File: src/rtl/dphy_rx_pkg.sv
// dphy_rx_pkg: shared types and constants for the D-PHY lane receiver.
// FSM state encodings, default HS sync byte and LP line codes {dp,dn}.
package dphy_rx_pkg;

  typedef enum logic [2:0] {
    IDLE      = 3'd0,
    STOP      = 3'd1,
    HS_RQST   = 3'd2,
    BRIDGE    = 3'd3,
    SYNC      = 3'd4,
    HS_DATA   = 3'd5,
    WAIT_STOP = 3'd6
  } state_t;

  localparam logic [7:0] SYNC_BYTE_DEF = 8'hB8;

  localparam logic [1:0] LP11 = 2'b11;
  localparam logic [1:0] LP01 = 2'b01;
  localparam logic [1:0] LP00 = 2'b00;
  localparam logic [1:0] LP10 = 2'b10;

endpackage

File: src/rtl/dphy_lp_filter.sv
// dphy_lp_filter: run-length filter on the registered {dp,dn} pair.
// ok is high while the current sample ends a run of >= LP_FILT equal ones.
module dphy_lp_filter
  import dphy_rx_pkg::*;
#(
  parameter int LP_FILT = 2
) (
  input  logic       clk,
  input  logic       rst_n,
  input  logic [1:0] sample,
  output logic [1:0] lp,
  output logic       ok
);

  logic [1:0] last_q;
  logic [3:0] cnt_q;
  logic [3:0] run;

  always_comb begin
    run = 4'd1;
    if (sample == last_q)
      run = (cnt_q == 4'hF) ? cnt_q : cnt_q + 4'd1;
  end

  assign ok = (run >= 4'(LP_FILT));
  assign lp = sample;

  always_ff @(posedge clk or negedge rst_n) begin
    if (!rst_n) begin
      cnt_q  <= '0;
      last_q <= LP00;
    end else begin
      cnt_q  <= run;
      last_q <= sample;
    end
  end

endmodule

File: src/rtl/dphy_lane_deser.sv
// dphy_lane_deser: single-lane D-PHY HS receiver with LP sequencing.
// Option DPHY_DESER_SYNC_TOL_EN: accept sync at Hamming distance 1.
module dphy_lane_deser
  import dphy_rx_pkg::*;
#(
  parameter logic [7:0] SYNC_BYTE    = SYNC_BYTE_DEF,
  parameter int         LP_FILT      = 2,
  parameter int         SYNC_TIMEOUT = 64
) (
  input  logic       clk_i,
  input  logic       reset_n_i,
  input  logic       enable_i,
  input  logic       dp_i,
  input  logic       dn_i,
  output logic [7:0] byte_o,
  output logic       byte_valid_o,
  output logic       sop_o,
  output logic       hs_end_o,
  output logic       err_o,
  output logic [2:0] state_o
);

  logic [1:0] pair_q;
  logic [1:0] lp;
  logic       lp_ok;

  state_t     state_q, state_d;
  logic [7:0] sr_q, sr_d, sr_shift;
  logic [9:0] scnt_q, scnt_d;
  logic [2:0] bcnt_q, bcnt_d;
  logic       first_q, first_d;
  logic [7:0] byte_q, byte_d;
  logic       bv_q, bv_d;
  logic       sop_q, sop_d;
  logic       end_q, end_d;
  logic       err_q, err_d;

  logic hs_bit, lp11, lp00, lp01, lp10;
  logic sync_eq, sync_near, sync_go, tmo;

  always_ff @(posedge clk_i or negedge reset_n_i) begin
    if (!reset_n_i) pair_q <= LP00;
    else            pair_q <= {dp_i, dn_i};
  end

  dphy_lp_filter #(
    .LP_FILT (LP_FILT)
  ) u_filt (
    .clk    (clk_i),
    .rst_n  (reset_n_i),
    .sample (pair_q),
    .lp     (lp),
    .ok     (lp_ok)
  );

  assign hs_bit   = pair_q[1] ^ pair_q[0];
  assign sr_shift = {pair_q[1], sr_q[7:1]};
  assign lp11     = lp_ok && (lp == LP11);
  assign lp00     = lp_ok && (lp == LP00);
  assign lp01     = lp_ok && (lp == LP01);
  assign lp10     = lp_ok && (lp == LP10);
  assign sync_eq  = (sr_shift == SYNC_BYTE);

`ifdef DPHY_DESER_SYNC_TOL_EN
  assign sync_near = ($countones(sr_shift ^ SYNC_BYTE) == 1);
`else
  assign sync_near = 1'b0;
`endif

  // scnt_q holds bits already seen; only a full 8-bit window may match
  assign sync_go = hs_bit && (scnt_q >= 10'd7) && (sync_eq || sync_near);
  assign tmo     = ({1'b0, scnt_q} + 11'd1) >= 11'(SYNC_TIMEOUT);

  always_comb begin
    state_d = state_q;
    sr_d    = sr_q;
    scnt_d  = scnt_q;
    bcnt_d  = bcnt_q;
    first_d = first_q;
    byte_d  = byte_q;
    bv_d    = 1'b0;
    sop_d   = 1'b0;
    end_d   = 1'b0;
    err_d   = 1'b0;
    if (!enable_i) begin
      state_d = IDLE;
    end else begin
      unique case (state_q)
        IDLE: begin
          if (lp11) state_d = STOP;
        end
        STOP: begin
          if (lp01) begin
            state_d = HS_RQST;
          end else if (lp_ok && !lp11) begin
            err_d   = 1'b1;
            state_d = IDLE;
          end
        end
        HS_RQST: begin
          if (lp00) begin
            state_d = BRIDGE;
          end else if (lp11) begin
            state_d = STOP;
          end else if (lp10) begin
            err_d   = 1'b1;
            state_d = IDLE;
          end
        end
        BRIDGE: begin
          if (hs_bit) begin
            sr_d    = sr_shift;
            scnt_d  = 10'd1;
            state_d = SYNC;
          end else if (lp11) begin
            state_d = STOP;
          end
        end
        SYNC: begin
          if (lp11) begin
            end_d   = 1'b1;
            state_d = STOP;
          end else begin
            scnt_d = scnt_q + 10'd1;
            if (hs_bit) sr_d = sr_shift;
            if (sync_go) begin
              bcnt_d  = 3'd0;
              first_d = 1'b1;
              err_d   = !sync_eq;
              state_d = HS_DATA;
            end else if (tmo) begin
              err_d   = 1'b1;
              state_d = WAIT_STOP;
            end
          end
        end
        HS_DATA: begin
          if (lp11) begin
            end_d   = 1'b1;
            state_d = STOP;
          end else if (lp00) begin
            err_d   = 1'b1;
            state_d = WAIT_STOP;
          end else if (hs_bit) begin
            sr_d   = sr_shift;
            bcnt_d = bcnt_q + 3'd1;
            if (bcnt_q == 3'd7) begin
              byte_d  = sr_shift;
              bv_d    = 1'b1;
              sop_d   = first_q;
              first_d = 1'b0;
            end
          end
        end
        WAIT_STOP: begin
          if (lp11) state_d = STOP;
        end
        default: state_d = IDLE;
      endcase
    end
    if (err_d) begin
      bv_d  = 1'b0;
      sop_d = 1'b0;
    end
  end

  always_ff @(posedge clk_i or negedge reset_n_i) begin
    if (!reset_n_i) begin
      state_q <= IDLE;
      sr_q    <= '0;
      scnt_q  <= '0;
      bcnt_q  <= '0;
      first_q <= 1'b0;
      byte_q  <= '0;
      bv_q    <= 1'b0;
      sop_q   <= 1'b0;
      end_q   <= 1'b0;
      err_q   <= 1'b0;
    end else begin
      state_q <= state_d;
      sr_q    <= sr_d;
      scnt_q  <= scnt_d;
      bcnt_q  <= bcnt_d;
      first_q <= first_d;
      byte_q  <= byte_d;
      bv_q    <= bv_d;
      sop_q   <= sop_d;
      end_q   <= end_d;
      err_q   <= err_d;
    end
  end

  assign byte_o       = byte_q;
  assign byte_valid_o = bv_q;
  assign sop_o        = sop_q;
  assign hs_end_o     = end_q;
  assign err_o        = err_q;
  assign state_o      = state_q;

endmodule

File: config.mk
export PLATFORM = sky130hd
export DESIGN_NAME = dphy_lane_deser
export DESIGN_NICKNAME = d
export VERILOG_FILES = /design/src/rtl/dphy_rx_pkg.sv /design/src/rtl/dphy_lp_filter.sv /design/src/rtl/dphy_lane_deser.sv
export SDC_FILE = /design/constraint.sdc
export NUM_CORES = 1
export LEC_CHECK = 0
export CAP_MARGIN = 10
export CORE_ASPECT_RATIO = 0.5
export CORE_MARGIN = 2
export CORE_UTILIZATION = 55
export DETAILED_ROUTE_END_ITERATION = 16
export HOLD_SLACK_MARGIN = 0.1
export PLACE_DENSITY = 0.77
export SLEW_MARGIN = 20
export SYNTH_ARGS = -nofsm -noshare
export SYNTH_HDL_FRONTEND = slang
export SYNTH_SLANG_ARGS = --single-unit
File: constraint.sdc
create_clock -name clk_i -period 4.1 [get_ports clk_i]
set_input_delay 0.82 -clock clk_i [delete_from_list [all_inputs] [get_ports clk_i]]
set_output_delay 0.82 -clock clk_i [all_outputs]
set_load 0.02 [all_outputs]
==> impl_results.md, run 1 <==
* Power per cell area at 319 nW/um^2
* CP Launch Type: flip-flop
* Port-buffer cells at 19
* Total GRT Usage at 0.216
* Grt ovf at 0
* Status: completed
* Antenna-violating nets left at 0
* Clock Pin Slew Worst Setup and Hold Paths at 0.09 ns
* Clock Tree Root: clkbuf_8
* # setup viols final at 0
* Synth Register Bits at 44
* Area growth, synth to finish at 16.2%
* Post-placement cell area at 2520 um^2
* CTS tree: built
* Mapped Cells at 229
* Number of global-route vias before repair at 1666
* # H-tree levels at 2
* Final Hold Viols at 0
* Ant. Diodes at 0
* Inserted Clock Buffers at 5
* Synthesized Nets at 242
* Synth area leader: dfrtp_1
* Syn avg cell area at 10.0 um^2
* Main flop type after synthesis: dfrtp_1
* CP arrival at 2.63 ns
* RePlAce Congestion at 0.934
* Mapped cell area at 2290 um^2
* Die height at 49.7 um
* Post-synthesis sequential area ratio at 0.480
* R2r setup slk at 1.66 ns
* Initial antenna violation count at 0
* Skew final at 0.00444 ns
* Synth async-reset ratio at 1.00
* Synth cell count leaders: dfrtp_1 (44), nand2_1 (23), mux2_2 (18), nor2_1 (18), o21ai_0 (15)
* Critical-path cell list: ha_1, and2_2, a21oi_2, o311ai_1, a21oi_1, a21o_1, a21o_1
* Maximum clock path buffer count at 2
* Fmax at 410 MHz
* Critical path endpoint: scnt_q[9]
* Total negative slack at 0 ns
* WS Path Type: flip-flop to flip-flop
* Clock latency on the worst-skew pair at 0.30 ns
* Clock Sinks at 44
* Cell with the most instances after synthesis: dfrtp_1
* Global-route wire length before repair at 7.80 mm
* Final min period at 2.44 ns
* Initial DRC count at 234
* Worst flop-to-flop path endpoint: scnt_q[9]
* Worst path bufs/invs at 0
* Critical Path End Type: flip-flop
* Chip Width at 95.3 um
* Post-CTS setup buffer count at 0
* Core area at 3940 um^2
* Critical Path Start: u_filt.cnt_q[0]
* Max Slew Vio Count at 0
* Hold crit path type: flip-flop to flip-flop
* Synth top area share at 0.480
* WP depth at 7
* Slew headroom at 0.509
* Drt drc at 0
* Design area at 2670 um^2
* DRT Pass-1 Iters at 4
* Origin of the critical flop-to-flop path: u_filt.cnt_q[0]
* Average wire per standard cell at 15.7 um
* Ratio of cells with drive above 1 in the final layout at 0.147
* Worst Reg-to-Reg Cells at 7
* Via Count at 1854
* Post-CTS sizing at 0
* # IOs at 20
* CP Data Required Time at 4.29 ns
* Final #Nets at 263
* Cell family with most CP delay: compound AO/OA/AOI/OAI gates
* FP Rows at 16
* Unique masters post-synth at 41
* Largest net degree at the start of global routing at 45
* Routed WL at 4.79 mm
* Starting density of the core at 0.582
* Setup repair after global routing missed its margin: false
* Max incr delay on CP at 0.62 ns
* CP max stage cell: o311ai_1
* Drt via density at 6.08
* Total power at 0.849 mW
* Slew at the pin closest to its max-slew limit at 0.724 ns
* Hold slack final at 0.493 ns
* Final Cycle Share at 0.595
* Critical Path Most Common Cell: a21o_1
* Ys Warns at 0
* CTS Hold Bufs at 0
* Max_cap viols at 0
* Dominant cells by area after synthesis: dfrtp_1 (48%), mux2_2 (8.8%), ha_1 (4.4%)
* Post-synth EDFFs at 0
* Total die area at 4740 um^2
* CP max FO at 8
* VDD IR max at 0.162 mV
* Leakage at 1.19 nW
* Post-DP HPWL at 3.35 mm
[routing by layer]
| metal | vias up | routed length (um) | global-route usage |
|---|---|---|---|
| li1 | 863 | - | - |
| met1 | 916 | 2200 | 0.304 |
| met2 | 62 | 2200 | 0.339 |
| met3 | 13 | 307 | 0.0520 |
| met4 | 0 | 79 | 0.0531 |
| met5 | - | 0 | 0 |
[cells in the final DEF (no fill, tap or decap), drive strengths merged]
master,instances
nor3b,1
clkinvlp,1
o21ai,16
o22ai,2
clkbuf,5
a2bb2oi,1
inv,10
o31a,1
and2,4
nor2,19
nand3,11
a211oi,1
and3,7
mux2,18
nor2b,2
ha,8
nand4,4
xnor2,5
mux2i,4
a31oi,4
nor3,11
or3b,1
o311ai,1
nor4,2
bufinv,1
o31ai,5
a21oi,9
dfrtp,44
nand2,23
a41oi,1
or2,2
clkdlybuf4s50,18
o311a,1
a21boi,1
o21bai,1
buf,2
a21o,4
[power by group]
group | internal, mW | switching [mW] | leakage [nW]
combinational | 0.0223 | 0.0403 | 0.546
sequential | 0.439 | 0.00718 | 0.590
clock | 0.184 | 0.157 | 0.0548
[final cells by class]
class | instances | area, um^2
Fill cell | 301 | 1280
Multi-Input combinational cell | 170 | 1140
Sequential cell | 44 | 1100
Timing Repair Buffer | 20 | 213
Clock buffer | 5 | 68.8
Tap cell | 54 | 67.6
Clock inverter | 3 | 46.3
Inverter | 9 | 33.8
[through the flow]
| stage | setup WS [ns] | util | instances |
|---|---|---|---|
| global placement | 1.52 | 0.640 | 296 |
| floorplan | 2.02 | - | 229 |
| detailed placement | 1.46 | 0.640 | 296 |
| finish | 1.66 | 0.676 | 305 |
| global route | 1.46 | 0.676 | 305 |
| CTS | 1.67 | 0.669 | 304 |
[worst min-delay path by stage]
stage,startpoint,to,slack [ns],cells after the start
after floorplan,pair_q[0],u_filt.last_q[0],0.44,0
after global placement,pair_q[0],u_filt.last_q[0],0.47,0
after detailed placement,pair_q[0],u_filt.last_q[0],0.47,0
after CTS,pair_q[0],u_filt.last_q[0],0.50,0
after global routing,pair_q[0],u_filt.last_q[0],0.53,0
final,pair_q[0],u_filt.last_q[0],0.49,0
[state kept, by name (all words and copies together), names as in the netlist, 2 cells and up]
signal	cells
byte_o	8
u_filt.cnt_q	4
state_o	3
u_filt.last_q	2
bcnt_q	3
pair_q	2
scnt_q	10
sr_q	7
[worst reg2reg max path, delay by kind of cell, from the launching register on]
family	cells	cell delay [ns]
flops	1	0.43
simple gates	1	0.19
fa+ha+maj	1	0.23
compound gates	5	1.50
[logic make-up after synthesis]
family / after synthesis / share of synthesized area
buffers and inverters: 15 / 0.0251
adder cells (fa/ha/maj): 8 / 0.0436
XOR/XNOR: 5 / 0.0191
AO/OA/AOI/OAI: 48 / 0.139
flip-flops: 44 / 0.480
multiplexers: 22 / 0.106
AND/OR/NAND/NOR: 87 / 0.188
(Power assumes the default switching activity.)
==> run 2: changes to the inputs <==
CORE_UTILIZATION = 51   (was 55)
PLACE_DENSITY = 0.75   (was 0.77)
clock period = 2 ns   (was 4.1 ns; I/O delays follow)
==> run 2 against run 1 <==
  * The run now ends with negative setup slack left
  * Total power up 100%
  * Combinational power rose to 3.3 times the previous value
  * Final cell count up 11%
  * Wire length up 17%
  * Register-to-register slack worse by 1.7 ns
  * Global-route usage up 0.98 points
  * Critical path depth up 2
  * Sequential power up 100%
  * Worst hold slack better by 0.021 ns
  * Largest cell class unchanged
  * Largest power group unchanged
==> impl_results.md, run 2 (synthesis gave the netlist of run 1 again) <==
* Clock latency on the worst-skew pair at 0.30 ns
* Violated checks: negative setup slack
* Skew final at 0.00686 ns
* RePlAce Congestion at 0.967
* Final #Nets at 295
* Initial antenna violation count at 0
* Total die area at 5080 um^2
* Met1 Resource Use GR at 0.279
* Source of the worst hold timing path: byte_o[1]
* Ratio of cells with drive above 1 in the final layout at 0.272
* Core area at 4360 um^2
* # H-tree levels at 2
* Post-DP HPWL at 3.86 mm
* CTS tree: built
* Final min period at 2.02 ns
* Slew at the pin closest to its max-slew limit at 0.484 ns
* Port-buffer cells at 19
* Average wire per standard cell at 16.5 um
* Final Cycle Share at 1.01
* Clock Tree Root: clkbuf_8
* Leakage at 1.36 nW
* Most frequent cells in the layout: dfrtp_1 (44), buf_4 (28), nand2_1 (23)
* Post-placement cell area at 2760 um^2
* Die height at 51.4 um
* Fmax at 495 MHz
* Drt drc at 0
* Met2 Resource Use GR at 0.394
* Hold crit path type: flip-flop to flip-flop
* Setup repair after global routing missed its margin: true
* CP max FO at 7
* Drt via density at 5.71
* Routed WL at 5.59 mm
* DRT Pass-1 Iters at 6
* Max Slew Vio Count at 0
* Antenna-violating nets left at 0
* Placed cell count at 325
* CP Launch Type: flip-flop
* Design area at 3000 um^2
* Total GRT Usage at 0.226
* Critical Path End Type: flip-flop
* Starting density of the core at 0.526
* FP Rows at 17
* Clock Sinks at 44
* Power per cell area at 573 nW/um^2
* Worst Reg-to-Reg Cells at 9
* Number of global-route vias before repair at 2014
* Clock Pin Slew Worst Setup and Hold Paths at 0.08 ns
* Area growth, synth to finish at 30.5%
* Most common cell after layout, fill and taps aside: dfrtp_1
* Global-route wire length before repair at 8.87 mm
* Reg with most FFs: scnt_q
* Place WS at -0.0139 ns
* Maximum clock path buffer count at 2
* # setup viols final at 11
* Final Hold Viols at 0
* Initial DRC count at 124
* VDD IR max at 0.359 mV
* Total power at 1.72 mW
* Max_cap viols at 0
* CP arrival at 2.21 ns
* Min setup slack post-route at -0.0198 ns
* # IOs at 20
* Met3 Use GR at 0.0547
* Chip Width at 98.9 um
* Origin of the critical flop-to-flop path: u_filt.cnt_q[1]
* WS Path Type: flip-flop to flip-flop
* Largest register FFs at 10
* Gr busiest metal: met2
* Fin cells at 340
* Largest net degree at the start of global routing at 45
* Inserted Clock Buffers at 5
* Worst flop-to-flop path endpoint: sr_q[2]
* Ant. Diodes at 0
* Hold slack final at 0.513 ns
* Via Count at 1941
* CP Data Required Time at 2.19 ns
* Worst Hold Path Cells at 1
* Status: finished with violations
* Slew headroom at 0.675
* Grt ovf at 0
* Hold Path Sink: byte_o[1]
* R2r setup slk at -0.02 ns
[run 2: timing repair]
action,4_1_cts,5_1_grt
gates resized for setup,4,16
endpoints found under the setup margin,18,19
setup buffers,0,6
gates cloned,0,0
hold buffers,1,0
pin swaps,0,5
hold endpoints to repair,44,0
[run 2: routing by layer]
layer / part of all wire / wire length, um / vias up
li1: - / - / 922
met1: 0.44 / 2480 / 955
met2: 0.49 / 2740 / 52
met3: 0.048 / 269 / 12
met4: 0.018 / 98 / 0
met5: 0 / 0 / -
[run 2: critical path, cell delays in order (launching register included)]
cell	delay (ns)
dfrtp_1	0.40
ha_4	0.17
and2_4	0.16
a21oi_4	0.06
o31ai_4	0.24
buf_6	0.16
o21ai_2	0.06
a21oi_2	0.16
buf_6	0.15
mux2_2	0.33
[run 2: power by group]
part | internal, mW | leakage (nW) | total, mW | switching, mW
Combinational | 0.0939 | 0.723 | 0.204 | 0.110
Clock | 0.280 | 0.0434 | 0.601 | 0.321
Sequential | 0.899 | 0.590 | 0.912 | 0.0128
Total | 1.27 | 1.36 | 1.72 | 0.445
[run 2: area by class of cell]
class,count,area (um^2)
Clock inverter,2,15.0
Tap cell,57,71.3
Clock buffer,6,82.6
Inverter,9,33.8
Sequential cell,44,1100
Fill cell,311,1370
Multi-Input combinational cell,170,1230
Timing Repair Buffer,52,459
[run 2: how the worst max path moves through the flow]
stage | start | to | slack, ns | cells after the start
3_5_place_dp | u_filt.cnt_q[1] | scnt_q[2] | -0.01 | 7
3_3_place_gp | u_filt.cnt_q[0] | sr_q[3] | 0.02 | 8
6_report | u_filt.cnt_q[1] | sr_q[2] | -0.02 | 9
5_1_grt | u_filt.cnt_q[0] | sr_q[2] | -0.08 | 9
4_1_cts | u_filt.cnt_q[0] | sr_q[2] | 0.01 | 8
2_1_floorplan | u_filt.cnt_q[0] | sr_q[1] | 0.002 | 7
[run 2: stage by stage]
step / setup TNS, ns / util
finish: -0.120 / 0.687
global route: -0.836 / 0.687
CTS: 0 / 0.659
detailed placement: -0.0151 / 0.632
global placement: 0 / 0.632
floorplan: 0 / -
==> run 3: changes to the inputs <==
CORE_UTILIZATION = 52   (was 51)
PLACE_DENSITY = 0.76   (was 0.75)
SYNTH_HIERARCHICAL = 1   (was unset)
==> run 3 against run 2 <==
  * The flow still finishes with violations (negative setup slack)
  * Combinational power increased by 5%
  * Via count grew 0.10%
  * Non-clock buffer count shrank 1
  * Core utilization is 3.9 points higher
  * Synthesized area is 3.7% higher
  * Highest routed layer unchanged
==> impl_results.md, run 3 <==
* Status: finished with violations
* Violated checks: negative setup slack
* Worst Reg-to-Reg Cells at 9
* Final #Nets at 288
* # H-tree levels at 2
* Min setup slack post-route at -0.153 ns
* Post-DP HPWL at 3.81 mm
* Syn avg cell area at 10.2 um^2
* Skew final at 0.00905 ns
* Hold crit path type: flip-flop to flip-flop
* Synthesized Nets at 243
* Total power at 1.86 mW
* Cell with the most instances after synthesis: dfrtp_1
* Maximum clock path buffer count at 2
* Core area at 4400 um^2
* Initial DRC count at 84
* Synth top area share at 0.463
* # setup viols final at 28
* Mapped cell area at 2380 um^2
* Synth Register Bits at 44
* Area growth, synth to finish at 34.4%
* Power per cell area at 581 nW/um^2
* Most frequent cells in the layout: dfrtp_1 (44), buf_4 (23), nand2_1 (20)
* VDD IR max at 0.274 mV
* Final min period at 2.15 ns
* Grt ovf at 0
* Critical Path End Type: flip-flop
* # IOs at 20
* Ratio of cells with drive above 1 in the final layout at 0.343
* RePlAce Congestion at 0.910
* Routed WL at 5.71 mm
* Post-placement cell area at 2820 um^2
* Port-buffer cells at 19
* Max incr delay on CP at 0.40 ns
* Chip Width at 99.7 um
* Clock Pin Slew Worst Setup and Hold Paths at 0.09 ns
* Total die area at 5170 um^2
* Hold Path Sink: bcnt_q[2]
* Worst flop-to-flop path endpoint: bcnt_q[0]
* Unique masters post-synth at 55
* Via Count at 1943
* Final Cycle Share at 1.08
* Mapped Cells at 234
* Total GRT Usage at 0.234
* Die height at 51.8 um
* Post-synth EDFFs at 0
* Synth async-reset ratio at 1.00
* Largest register FFs at 10
* CP Data Required Time at 2.19 ns
* Max_cap viols at 0
* Clock Sinks at 44
* Footprint of the multi-input gates at 1410 um^2
* Starting density of the core at 0.540
* Largest net degree at the start of global routing at 24
* Main flop type after synthesis: dfrtp_1
* DRT Pass-1 Iters at 4
* Clock latency on the worst-skew pair at 0.31 ns
* Reg with most FFs: scnt_q
* Final Core Density at 0.726
* Max Slew Vio Count at 0
* Storage cell area at 1100 um^2
* CP max FO at 6
* Average wire per standard cell at 16.9 um
* CP arrival at 2.34 ns
* Leakage at 1.43 nW
* Slew at the pin closest to its max-slew limit at 0.528 ns
* Global-route wire length before repair at 9.19 mm
* Most common cell after layout, fill and taps aside: dfrtp_1
* Inserted Clock Buffers at 5
* Clock Tree Root: clkbuf_8
* Fill count at 306
* Drt via density at 5.77
* CP max stage cell: dfrtp_1
* Number of global-route vias before repair at 1895
* Post-synthesis sequential area ratio at 0.463
* FP Rows at 17
* R2r setup slk at -0.15 ns
* Critical-path cell list: ha_4, and2_4, a21oi_4, o311a_4, nor3b_2, o21a_1, nor3_2, o21ai_2, mux2_4
* Dominant cells by area after synthesis: dfrtp_1 (46%), mux2_2 (7.6%), nand2_1 (3.3%)
* CTS tree: built
* Antenna-violating nets left at 0
* Slew headroom at 0.648
* Design area at 3200 um^2
* Synth cell count leaders: dfrtp_1 (44), nand2_1 (21), nor2_1 (18)
* Ant. Diodes at 0
* Source of the worst hold timing path: bcnt_q[2]
* Final Hold Viols at 0
* Worst Hold Path Cells at 1
* Initial antenna violation count at 0
* Ys Warns at 6
* Origin of the critical flop-to-flop path: u_filt/cnt_q[0]
* Drt drc at 0
* Synth area leader: dfrtp_1
* CP Launch Type: flip-flop
* Setup repair after global routing missed its margin: true
* WS Path Type: flip-flop to flip-flop
* Fmax at 464 MHz
run 3: how the worst max path moves through the flow:
stage	startpoint	cells after the start	slack, ns	to
global placement	u_filt/cnt_q[1]	9	-0.14	bcnt_q[0]
global route	u_filt/cnt_q[0]	9	-0.21	bcnt_q[0]
floorplan	u_filt/cnt_q[0]	8	-0.21	sr_q[1]
CTS	u_filt/cnt_q[0]	9	-0.14	state_o[0]
detailed placement	u_filt/cnt_q[1]	9	-0.21	bcnt_q[0]
finish	u_filt/cnt_q[0]	9	-0.15	bcnt_q[0]
run 3: cell type report:
cell class,instances,share of cell area
Clock buffer,6,0.0258
Clock inverter,2,0.0121
Inverter,5,0.00665
Multi-Input combinational cell,172,0.442
Sequential cell,44,0.344
Tap cell,57,0.0223
Timing Repair Buffer,51,0.147
run 3: routing by layer:
metal | part of all wire | wire (um) | track usage
met3 | 0.047 | 266 | 0.0591
met4 | 0.013 | 72 | 0.0685
met1 | 0.46 | 2640 | 0.319
met5 | 0 | 0 | 0
met2 | 0.48 | 2730 | 0.375
run 3: where the power goes:
group | leakage [nW] | switching (mW) | internal, mW
clock network | 0.0614 | 0.322 | 0.409
registers | 0.595 | 0.0132 | 0.900
logic | 0.773 | 0.118 | 0.0973
total | 1.43 | 0.453 | 1.41
run 3: through the flow:
| stage | setup TNS [ns] | hold WS, ns | cells | setup WS (ns) |
|---|---|---|---|---|
| floorplan | -2.84 | 0.104 | 234 | -0.206 |
| global placement | -2.00 | 0.398 | 325 | -0.141 |
| detailed placement | -3.85 | 0.410 | 325 | -0.212 |
| CTS | -1.96 | 0.495 | 335 | -0.143 |
| global route | -3.59 | 0.523 | 337 | -0.212 |
| finish | -1.77 | 0.514 | 337 | -0.153 |
run 3: worst max-delay path: cells and delay by family (launching register included):
kind                     cells  cell delay (ns)
flip-flops                   1             0.40
multiplexers                 1             0.27
adder cells (fa/ha/maj)      1             0.18
AO/OA/AOI/OAI                4             0.71
AND/OR/NAND/NOR              3             0.49
run 3: cell families (layout without fill, tap and decap cells):
| family | count (synthesis) | in the layout | share of synthesized area |
|---|---|---|---|
| adders and majority gates | 4 | 4 | 0.0210 |
| xor gates and xnor gates | 6 | 6 | 0.0252 |
| buffers and inverters | 18 | 64 | 0.0447 |
| and+or+nand+nor | 87 | 87 | 0.197 |
| muxes | 18 | 18 | 0.0841 |
| DFF | 44 | 44 | 0.463 |
| AOI/OAI and AO/OA | 57 | 57 | 0.165 |
run 3: timing repair:
action,in CTS,in global routing
gates resized for setup,26,31
buffers inserted,0,2
hold buffers,1,0
setup endpoints to repair,33,35
pin swaps,11,7
cloned,1,0
hold endpoints to repair,21,0
